--- src/rtl/hold_timer.sv ---
// Loadable down-counter with count enable and a registered zero flag.
// The counter stops at zero rather than wrapping.
module hold_timer #(
    parameter int W = 8
) (
    input  logic         clk,
    input  logic         rst_n,
    input  logic         load_i,
    input  logic [W-1:0] load_val_i,
    input  logic         en_i,
    output logic         zero_o
);

    logic [W-1:0] count_q;
    logic [W-1:0] count_d;
    logic         zero_q;

    // Next count: load wins over decrement; decrement saturates at zero.
    always_comb begin
        count_d = count_q;
        if (load_i) begin
            count_d = load_val_i;
        end else if (en_i && (count_q != {W{1'b0}})) begin
            count_d = count_q - {{(W-1){1'b0}}, 1'b1};
        end else begin
            count_d = count_q;
        end
    end

    // Counter and zero-flag registers.
    always_ff @(posedge clk or negedge rst_n) begin
        if (!rst_n) begin
            count_q <= {W{1'b0}};
            zero_q  <= 1'b1;
        end else begin
            count_q <= count_d;
            zero_q  <= (count_d == {W{1'b0}});
        end
    end

    assign zero_o = zero_q;

endmodule

--- config.mk ---
export PLATFORM = sky130hd
export DESIGN_NAME = hold_timer
export DESIGN_NICKNAME = d
export VERILOG_FILES = /design/src/rtl/hold_timer.sv
export SDC_FILE = /design/constraint.sdc
export NUM_CORES = 1
export LEC_CHECK = 0
export CORE_AREA = 2 2 39 41
export DETAILED_ROUTE_END_ITERATION = 8
export DIE_AREA = 0 0 41 43
export DONT_BUFFER_PORTS = 1
export SETUP_SLACK_MARGIN = 0.2
export SLEW_MARGIN = 20
export SYNTH_ARGS = -nofsm -noshare
export SYNTH_HDL_FRONTEND = slang
export SYNTH_SLANG_ARGS = --single-unit
--- constraint.sdc ---
create_clock -name clk -period 2.3 [get_ports clk]
set_clock_uncertainty 0.1 [all_clocks]
set_input_delay 0.46 -clock clk [delete_from_list [all_inputs] [get_ports clk]]
set_output_delay 0.46 -clock clk [all_outputs]
set_load 0.01 [all_outputs]
==> results of run 1 <==
-- area by class of cell --
class	instances	area (um2)	share of cell area, %
Multi-Input combinational cell	43	384	52.0
Inverter	5	18.8	2.54
Timing Repair Buffer	8	62.6	8.47
Clock buffer	4	26.3	3.56
Tap cell	16	20.0	2.71
Sequential cell	9	226	30.7
-- logic make-up (layout without fill, tap and decap cells) --
group                      count (synthesis)  after routing  share of synthesized area [%]
AOI/OAI and AO/OA                         12             12                           14.6
xor gates and xnor gates                   4              4                           6.01
adders and majority gates                  2              2                           4.29
buffers and inverters                      7             17                           5.36
DFF                                        9              9                           38.8
muxes                                      6              6                           11.2
and+or+nand+nor                           19             19                           19.7
-- how the worst max path moves through the flow --
stage,start,end,slack (ns),depth (start not counted)
6_report,count_q[6],zero_o,0.17,5
3_5_place_dp,count_q[0],zero_o,0.13,7
2_1_floorplan,count_q[0],zero_o,0.26,7
5_1_grt,count_q[6],zero_o,0.12,5
4_1_cts,count_q[1],zero_o,0.19,7
3_3_place_gp,count_q[0],zero_o,0.14,7
-- placed cells by master, fill, tap and decap left out, types with 2 or more instances in the layout --
cell,instances
a21oi_1,2
buf_4,7
clkbuf_4,3
dfrtp_1,8
ha_4,2
inv_1,3
inv_2,2
mux2_2,4
mux2i_1,2
nor2_1,6
nor4_1,2
o21ai_0,3
or4_4,2
or4b_4,2
xor2_1,3
-- metal layers --
metal | wire [um] | track usage, % | part of all wire, % | up-vias
met2 | 717 | 25.0 | 52 | 13
met4 | 37 | 14.0 | 2.7 | 0
met3 | 75 | 5.76 | 5.4 | 6
li1 | - | - | - | 239
met1 | 560 | 22.1 | 40 | 237
met5 | 0 | 0 | 0 | -
-- worst reg2reg max path, delay by kind of cell, from the launching register on --
kind,cells,cell delay (ns)
muxes,2,0.45
AOI/OAI and AO/OA,1,0.27
and+or+nand+nor,2,0.82
DFF,1,0.42
-- flip-flops by register name, summed over array words and instances (netlist names) --
register,cells
zero_o,1
count_q,8
-- where the power goes --
part	leakage (nW)	total, mW	internal [mW]	switching [mW]
sequential	0.103	0.198	0.176	0.0222
clock	0.0150	0.123	0.0669	0.0565
combinational	0.189	0.118	0.0636	0.0549
total	0.307	0.440	0.307	0.134
-- stage by stage --
stage	total power, mW	hold WS (ns)	util [%]
final	0.440	0.200	53.3
after global routing	0.470	0.209	53.3
after CTS	0.425	0.193	50.0
after detailed placement	0.274	0.0646	43.8
after global placement	0.274	0.0646	43.8
after floorplan	0.257	0.0644	-
-- repair_timing --
item                                    4_1_cts  5_1_grt
cloned                                        0        0
hold endpoints to repair                      9        0
gates resized for setup                       9        5
buffers inserted                              2        3
pin swaps                                     6        6
hold buffers                                  1        0
endpoints found under the setup margin        1        1
==> flow_metrics.tcl, run 1 <==
set metrics [dict create \
    outcome "finished clean" \
    start_kind "flip-flop" \
    grt_max_degree 12 \
    worstPathMaxFanout 5 \
    grt_pass1_wl_um 2080 \
    gp_congestion 0.790 \
    synth_cell_types 28 \
    cp_num_buf_inv 0 \
    crit_path_cell_trace "nor4_1 -> a31oi_1 -> mux2i_1 -> mux2_2 -> and4b_1" \
    avgViaCountPerCell 5.82 \
    max-slew-margin-rel_pct 58.9 \
    syn_inst 59 \
    drv_slew 0 \
    avgSynthCellArea_um2 9.88 \
    rsz0062_at_grt "true" \
    io_pins 13 \
    vias 495 \
    synth_top_cell_by_area "dfrtp_1" \
    worstHoldStart "load_i" \
    critPathKind "reg -> reg" \
    rrSetupSlack_ns 0.17 \
    nFillCells 135 \
    p_per_area_nw_per_um2 597 \
    cts-htree-levels 1 \
    pre_cts_slack_ns 0.134 \
    wl_um 1390 \
    synth_nets 73 \
    hold_viol_final 0 \
    clk_pin_slew_ns 0.06 \
    setup_ws_ns 0.168 \
    cp_slowest_cell "nor4_1" \
    crit_family "simple AND/OR/NAND/NOR gates" \
    hold_path_end "count_q[5]" \
    start_util_pct 42.1 \
    die_w_um 41 \
    die_h_um 43 \
    cts_root_buffer "clkbuf_4" \
    whs_path_depth 1 \
    synth_common_cells "8 x dfrtp_1, 6 x nor2_1, 5 x inv_1" \
    max_stage_delay_ns 0.58 \
    synth.ff_latch_count 9 \
    synth_top_area_share_pct 34.3 \
    cts_tree "done" \
    dr.pass1.iters 3 \
    setup_viol 0 \
    drive_above_1_share_pct 37.7 \
    crit-reg2reg-launch "count_q[6]" \
    cp_data_arrival_time_ns 2.23 \
    clock_latency_ns 0.26 \
    cp-end-kind "flip-flop" \
    r2r_cells 5 \
    drv_cap 0 \
    fmax_ghz 0.469 \
    place_area_um2 606 \
    cp_data_required_time_ns 2.40 \
    grt-ovfl-total 0 \
    fin_crit_sh_pct 92.7 \
    synth_edf_count 0 \
    finalSetupTns_ns 0 \
    ir_worst_vdd_uv 369 \
    synth-main-ff-cell "dfrtp_1" \
    dieArea_um2 1760 \
    syn_area_um2 583 \
    rows 14 \
    tightestPinTransition_ns 0.611 \
    syn_to_final_growth_pct 26.6 \
    track_usage_pct 18.1 \
    async_reset_ff_share_pct 100 \
    stdcell_area_um2 738 \
    finalCriticalPeriod_ns 2.13 \
    clock_sinks 9 \
    synth_most_common_cell "dfrtp_1" \
    insertedDiodeCount 0 \
    cts-buffers-inserted 3 \
    yosysSeqAreaShare_pct 38.8 \
    dp_cells 75 \
    hpwlAfterDp_um 910 \
    routedWlPerCell_um 16.4 \
    synth_warnings 0 \
    grt_pass1_vias 493 \
    clk_path_buf_depth 2 \
    fp.coreArea_um2 1380 \
    drc 0 \
    hold_class "in -> reg" \
    fin_cells 85 \
    p_leak_nw 0.307 \
    nets 84 \
    ant_nets 0 \
    r2r_end "zero_o" \
    antenna_found_initial 0 \
    first_iter_violations 8 \
    ys_top_cells_by_area "dfrtp_1 34%, mux2_2 7.7%, dfstp_2 4.5%, xor2_1 4.5%, ha_1 4.3%" \
    io_buffer_count 0 \
]
Note: power is estimated with default switching activity, not from simulation.
==> run 2, diff against run 1 <==
Settings changed: GPL_ROUTABILITY_DRIVEN set to 0.
==> results of run 2 <==
No change in the layout: final DEF, timing and power equal those of run 1.
